===== src/rtl/mult_pkg.sv =====
// Shared types and constants for the shift-add signed multiplier control path.
package mult_pkg;

  localparam int MULT_N_BITS = 8;

  localparam logic FN_ADD = 1'b0;
  localparam logic FN_SUB = 1'b1;

  typedef enum logic [2:0] {
    IDLE,
    CLRA,
    ADD,
    SHIFT,
    HOLD
  } ctrl_state_t;

endpackage


===== src/rtl/mult_control_unit_if.sv =====
// Strobe bundle between the multiplier controller and its requester/register unit.
interface mult_control_unit_if;

  logic Run;
  logic ClearA_LoadB;
  logic M;
  logic ClearA;
  logic Ld_B;
  logic Ld_XA;
  logic Shift_En;
  logic Fn;
  logic Done;

  modport master (
    output Run, ClearA_LoadB, M,
    input  ClearA, Ld_B, Ld_XA, Shift_En, Fn, Done
  );

  modport slave (
    input  Run, ClearA_LoadB, M,
    output ClearA, Ld_B, Ld_XA, Shift_En, Fn, Done
  );

endinterface


===== src/rtl/sync_2ff.sv =====
// Two-flop level synchronizer for a single asynchronous input bit.
module sync_2ff (
  input  logic Clk,
  input  logic Reset,
  input  logic d,
  output logic q
);

  logic meta;

  // NOTE: sequential state uses non-blocking assignments so both flops
  // sample their pre-edge values and the chain really is two stages deep.
  always_ff @(posedge Clk) begin
    if (Reset) begin
      meta <= 1'b0;
      q    <= 1'b0;
    end else begin
      meta <= d;
      q    <= meta;
    end
  end

endmodule


===== src/rtl/mult_control_unit.sv =====
// Sequencing FSM for the shift-add signed multiplier: N add/shift pairs per Run press.
// Optional input synchronizers on Run/ClearA_LoadB via MULT_CTRL_INPUT_SYNC_EN.
module mult_control_unit
  import mult_pkg::*;
#(
  parameter int N_BITS = MULT_N_BITS
) (
  input logic                Clk,
  input logic                Reset,
  mult_control_unit_if.slave bus
);

  localparam int              CNT_W    = (N_BITS > 1) ? $clog2(N_BITS) : 1;
  localparam logic [CNT_W-1:0] CNT_LAST = CNT_W'(N_BITS - 1);

  ctrl_state_t      state, state_nxt;
  logic [CNT_W-1:0] cnt, cnt_nxt;
  logic             run_i, load_i, run_q, start;
  logic             clear_a, ld_b, ld_xa, shift_en, fn, done;

`ifdef MULT_CTRL_INPUT_SYNC_EN
  sync_2ff u_sync_run  (.Clk(Clk), .Reset(Reset), .d(bus.Run),          .q(run_i));
  sync_2ff u_sync_load (.Clk(Clk), .Reset(Reset), .d(bus.ClearA_LoadB), .q(load_i));
`else
  assign run_i  = bus.Run;
  assign load_i = bus.ClearA_LoadB;
`endif

  // A Run level already high out of reset must be released before it can start a run.
  assign start = run_i & ~run_q;

  always_ff @(posedge Clk) begin
    if (Reset) begin
      state <= IDLE;
      cnt   <= '0;
      run_q <= 1'b1;
    end else begin
      state <= state_nxt;
      cnt   <= cnt_nxt;
      run_q <= run_i;
    end
  end

  // NOTE: every signal written here gets a default first, so no path through
  // the case leaves one unassigned and no latch is inferred.
  always_comb begin
    state_nxt = state;
    cnt_nxt   = cnt;
    clear_a   = 1'b0;
    ld_b      = 1'b0;
    ld_xa     = 1'b0;
    shift_en  = 1'b0;
    fn        = FN_ADD;
    done      = 1'b0;

    unique case (state)
      IDLE: begin
        if (start) begin
          state_nxt = CLRA;
        end else if (load_i && !run_i) begin
          ld_b    = 1'b1;
          clear_a = 1'b1;
        end
      end
      CLRA: begin
        clear_a   = 1'b1;
        cnt_nxt   = '0;
        state_nxt = ADD;
      end
      ADD: begin
        ld_xa     = bus.M;
        fn        = (cnt == CNT_LAST) ? FN_SUB : FN_ADD;
        state_nxt = SHIFT;
      end
      SHIFT: begin
        shift_en = 1'b1;
        if (cnt == CNT_LAST) begin
          state_nxt = HOLD;
        end else begin
          cnt_nxt   = cnt + CNT_W'(1);
          state_nxt = ADD;
        end
      end
      HOLD: begin
        done = 1'b1;
        if (!run_i) state_nxt = IDLE;
      end
      default: state_nxt = IDLE;
    endcase
  end

  // Reset only takes effect at the next edge, so the strobes are squashed meanwhile.
  assign bus.ClearA   = clear_a  & ~Reset;
  assign bus.Ld_B     = ld_b     & ~Reset;
  assign bus.Ld_XA    = ld_xa    & ~Reset;
  assign bus.Shift_En = shift_en & ~Reset;
  assign bus.Fn       = fn       & ~Reset;
  assign bus.Done     = done     & ~Reset;

endmodule


===== src/flat_wrapper.sv =====
// flat-port wrapper written by rule: the top's interface ports become plain ports
module mult_control_unit_flat import mult_pkg::*;
#(
  parameter int N_BITS = MULT_N_BITS
)
  (Clk, Reset, bus_Run, bus_ClearA_LoadB, bus_M, bus_ClearA, bus_Ld_B, bus_Ld_XA, bus_Shift_En, bus_Fn, bus_Done);
  mult_control_unit_if bus_i ();
  input logic Clk;
  input logic Reset;
  input wire logic [$bits(bus_i.Run)-1:0] bus_Run;
  input wire logic [$bits(bus_i.ClearA_LoadB)-1:0] bus_ClearA_LoadB;
  input wire logic [$bits(bus_i.M)-1:0] bus_M;
  output wire logic [$bits(bus_i.ClearA)-1:0] bus_ClearA;
  output wire logic [$bits(bus_i.Ld_B)-1:0] bus_Ld_B;
  output wire logic [$bits(bus_i.Ld_XA)-1:0] bus_Ld_XA;
  output wire logic [$bits(bus_i.Shift_En)-1:0] bus_Shift_En;
  output wire logic [$bits(bus_i.Fn)-1:0] bus_Fn;
  output wire logic [$bits(bus_i.Done)-1:0] bus_Done;
  assign bus_i.Run = bus_Run;
  assign bus_i.ClearA_LoadB = bus_ClearA_LoadB;
  assign bus_i.M = bus_M;
  assign bus_ClearA = bus_i.ClearA;
  assign bus_Ld_B = bus_i.Ld_B;
  assign bus_Ld_XA = bus_i.Ld_XA;
  assign bus_Shift_En = bus_i.Shift_En;
  assign bus_Fn = bus_i.Fn;
  assign bus_Done = bus_i.Done;
  mult_control_unit #(.N_BITS(N_BITS)) u_core (.Clk(Clk), .Reset(Reset), .bus(bus_i));
endmodule

===== config.mk =====
export PLATFORM = sky130hd
export DESIGN_NAME = mult_control_unit_flat
export DESIGN_NICKNAME = d
export VERILOG_FILES = /design/src/rtl/mult_pkg.sv /design/src/rtl/mult_control_unit_if.sv /design/src/rtl/sync_2ff.sv /design/src/rtl/mult_control_unit.sv /design/src/flat_wrapper.sv
export SDC_FILE = /design/constraint.sdc
export NUM_CORES = 1
export LEC_CHECK = 0
export CAP_MARGIN = 0
export CORE_AREA = 2 2 39 41
export CTS_CLUSTER_DIAMETER = 150
export DETAILED_ROUTE_END_ITERATION = 7
export DIE_AREA = 0 0 41 43
export PLACE_DENSITY = 0.54
export SLEW_MARGIN = 15
export SYNTH_ARGS = -nofsm -noshare
export SYNTH_HDL_FRONTEND = slang
export SYNTH_SLANG_ARGS = --single-unit
export TNS_END_PERCENT = 50

===== constraint.sdc =====
create_clock -name Clk -period 1.6 [get_ports Clk]
set_input_delay 0.48 -clock Clk [delete_from_list [all_inputs] [get_ports Clk]]
set_output_delay 0.48 -clock Clk [all_outputs]
set_load 0.1 [all_outputs]

Word level (Yosys, flattened, before mapping) --
Index checks and enable logic that the tools add are counted.
Storage, ports and cells: register bits 7, input port bits 5
Operators by class: mux-type cells 15, bitwise operators 9, equality and inequality tests 8, reductions and logical operators 6, $add $sub $neg 1
Operators by type and width (number):
- case mux 3 bit (5 select lines) | 1
- two-way mux 3 bit | 4
- two-way mux 1 bit | 8
- AND 1 bit | 7
- equality test 3 x 2 -> 1 bit, second input constant | 2
- equality test 3 bit, second input constant | 2
- case mux 3 bit (2 select lines) | 1
- != test 2 bit, second input constant | 2
- AND reduction 2 bit | 2
- adder 3 x 1 -> 3 bit, second input constant | 1
- equality test 3 x 1 -> 1 bit, second input constant | 1
- logical NOT 3 bit | 1
- != test 2 x 1 -> 1 bit, second input constant | 1
- inverter 1 bit | 2
- case mux 1 bit (2 select lines) | 1
- nonzero test 2 bit | 1
- logical AND 1 bit | 1
- logical NOT 1 bit | 1

Depth between registers and ports, before layout --
depth in word-level cells 6, mapped depth 5

Worst setup path before layout --
OpenSTA, ideal clock, no wires.
kind input port to output port, start point input Reset, end point output bus_ClearA, path slack -2.372 ns, required time 1.120 ns, path buffers 1, arrival time 3.492 ns, cell stages on the path 2, path through buf_2 nor4_1
On the way: cells in the longest elaborated chain, start to end 2
RTL lines:
- start: declaration | RTL line flat_wrapper.sv:9 | input logic Reset;
- inverter 1 bit | RTL line mult_control_unit.sv:93 | assign bus.ClearA = clear_a & ~Reset;
- AND 1 bit | RTL line mult_control_unit.sv:93
- end: declaration | RTL line flat_wrapper.sv:13 | output wire logic [$bits(bus_i.ClearA)-1:0] bus_ClearA;
Every way passes these cells.

Worst setup path after layout --
start point input Reset, end point output bus_Ld_B
On the way: cells in the longest elaborated chain, start to end 2
RTL lines:
- inverter 1 bit | RTL line mult_control_unit.sv:94 | assign bus.Ld_B = ld_b & ~Reset;
- AND 1 bit | RTL line mult_control_unit.sv:94
- end: declaration | RTL line flat_wrapper.sv:14 | output wire logic [$bits(bus_i.Ld_B)-1:0] bus_Ld_B;
Every way passes these cells.

==> reports/results.tsv <==
stage	metric	value	unit
critical_path	critical path's slowest cell	or3_4	
route	drt pass-1 iters	4	
timing	Final Cycle Share	1.21	
die	Row Count	14	
logic_synthesis	sequential area share after synthesis	0.381	
clocking	hold bufs inserted after CTS	0	
placement	Post-DP Area	644	µm²
layout	Post-Layout Cell Count	81	
logic_synthesis	syn_nets	49	
critical_path	Bufs and invs on worst path	2	
timing	worst hold slack	0.487	ns
clocking	Reg clk slew, reported paths	0.05	ns
placement	gpl congestion	0.688	
global_routing	initial antenna violation count	0	
die	Die Span Y	43	µm
power	Pwr Density	635	mW/mm²
run_status	failing checks	setup timing	
critical_path	Max FO, Critical Path	2	
power	Power Total	0.465	mW
route	ANT nets after route	0	
logic_synthesis	Synth area leaders	dfxtp_1, a21oi_1, ha_1, nor2_1, nand4b_1	
die	Die Area	0.00176	mm²
logic_synthesis	Synth Flop Type	dfxtp_1	
route	met3 WL	36	µm
placement	Inst Count DP	75	
layout	Util after Layout	0.529	
timing	minimum clock period	1.94	ns
clocking	clock root buffer	clkbuf_4	
logic_synthesis	ys async rst share	0	
timing	RSZ-0062 raised after global routing	yes	
run_status	status	complete, but fails checks	
global_routing	Congestion Overflow GR	0	
critical_path	worst path required time	1.12	ns
timing	Tightest Pin Transition	0.293	ns
route	DR DRC count	0	
die	core area	0.00138	mm²
timing	Worst Skew	0.000158	ns
critical_path	slowest stage delay, CP	0.40	ns
layout	Area Growth Syn to Fin	99.0	%
timing	sum of negative setup slack	-1.47	ns
logic_synthesis	syn_area_per_cell	8.76	µm²
global_routing	global-route wire length before repair	1610	µm
route	DRT iter0 DRCs	3	
route	routed via count	386	
layout	layout cell share with drive strength beyond 1	0.585	
critical_path	Arr. time, crit path	1.46	ns
route	met2 WL	435	µm
critical_path	delay-heaviest family, CP	simple AND/OR/NAND/NOR gates	
timing	Finish-stage setup viols	6	
critical_path	WS Path Type	input port to output port	
worst_hold_path	HP Class	register to register	
clocking	H-tree depth	1	
clocking	CTS tree	yes	
global_routing	Global Route Usage Sum	0.138	
critical_path	CP endpoint kind	output port	
logic_synthesis	Synth Instances	42	
die	IO Count	11	
layout	diode count	0	
timing	fin. max-slew vios	0	
clocking	Bufs on Longest Clock Path	2	
timing	Setup WS post-layout	-0.342	ns
route	final wirelength	885	µm
clocking	TritonCTS Buffers	3	
layout	most frequent cells in the layout	buf_4, buf_12, a21oi_1, buf_6, dfxtp_1	
route	wire per inst	10.9	µm
critical_path	critical path depth in cells	4	
logic_synthesis	Yosys cell types	20	
layout	commonest non-fill, non-tap cell in the layout	buf_4	
logic_synthesis	largest area contributor in the netlist	dfxtp_1	
layout	Nets	73	
clocking	CTS sink cnt	7	
job	maxcap violations	0	
critical_path	R2R Path End	u_core.cnt[0]	
critical_path	worst setup path start	Reset	
timing	Rel. slew slack	0.800	
layout	Final Instance Area	732	µm²
placement	IO buf count	10	
timing	Final Hold Violating Endpoints	0	
global_routing	vias in the first global route	390	
placement	HPWL Detailed	642	µm
placement	pre-CTS setup slack	-0.712	ns
clocking	clk_lat worst skew	0.25	ns
logic_synthesis	Post-synth EDFFs	0	
route	met1 WL	413	µm
timing	maximum clock rate	0.515	GHz
route	vias per cell	4.77	
die	die width	41	µm
critical_path	worst r2r path cells	5	
critical_path	worst r2r src	u_core.cnt[0]	
power	maximum VDD drop	0.469	mV
power	P_leak	0.300	nW
route	DR top layer	met3	
logic_synthesis	mapped cell area	368	µm²
critical_path	r2r setup slk	0.08	ns
die	Initial Util	0.266	
logic_synthesis	Seq cells post-synth	7	
critical_path	element type at the critical path start	input port	
global_routing	largest net degree at the start of global routing	10	
critical_path	end point of the critical path	bus_Ld_B	
critical_path	CP cell instances	buf_6 -> or3_4 -> nor4b_4 -> buf_12	
logic_synthesis	post-synth top area share	0.381	
logic_synthesis	Ys Warns	0	
kinds of logic (layout without fill, tap and decap cells):
| family | count (synthesis) | after routing | share of synthesized area |
|---|---|---|---|
| adders and majority gates | 2 | 2 | 0.0680 |
| DFF | 7 | 7 | 0.381 |
| AOI/OAI and AO/OA | 10 | 10 | 0.156 |
| and+or+nand+nor | 19 | 19 | 0.347 |
| buffers and inverters | 4 | 27 | 0.0476 |
state kept, by name, summed over array words and instances (netlist names):
| register | cells |
|---|---|
| u_core.cnt | 3 |
| u_core.run_q | 1 |
| u_core.state | 3 |
tightest hold or removal path: stages, from the launching register on:
cell and delay (ns):
dfxtp_1 0.31, o21ai_0 0.07, a21oi_1 0.06
how the worst min path moves through the flow:
stage | startpoint | to | slack, ns | depth (start not counted)
6_report | u_core.cnt[2] | u_core.cnt[2] | 0.49 | 2
4_1_cts | u_core.cnt[2] | u_core.cnt[2] | 0.49 | 2
2_1_floorplan | u_core.cnt[1] | u_core.cnt[1] | 0.45 | 2
3_5_place_dp | u_core.cnt[2] | u_core.cnt[2] | 0.48 | 2
3_3_place_gp | u_core.cnt[1] | u_core.cnt[1] | 0.47 | 2
5_1_grt | u_core.cnt[2] | u_core.cnt[2] | 0.51 | 2
where the power goes:
part	internal, mW	leakage (nW)	total, mW	switching, mW
Clock	0.0914	0.0177	0.161	0.0694
Combinational	0.0542	0.224	0.119	0.0648
Sequential	0.179	0.0586	0.185	0.00568
cell usage after synthesis, types with 2 or more instances:
master and instances:
buf_2 2, nand4b_1 2, o21ai_0 3, ha_1 2
nor2b_1 2, a21oi_1 5, inv_1 2, nand2_1 2
nor2_1 5, dfxtp_1 7
layer usage:
layer | vias to the layer above | global-route usage
met3 | 0 | 0.0785
met1 | 177 | 0.168
met4 | 0 | 0.0600
met2 | 11 | 0.191
met5 | - | 0
li1 | 198 | -
final cells by class:
class / count / area [µm²]
inverters: 2 / 7.51
fillers: 119 / 652
clock inverters: 1 / 5.00
repair buffers: 21 / 251
multi-input cells: 31 / 279
clock buffers: 3 / 22.5
flip-flops and latches: 7 / 146
well taps: 16 / 20.0
what timing repair did:
action                                  in CTS  in global routing
endpoints found under the setup margin       6                  6
gates cloned                                 0                  0
buffers inserted                             1                  1
gates resized for setup                     19                  7
pin swaps                                    3                  4
Note: power is estimated with default switching activity, not from simulation.
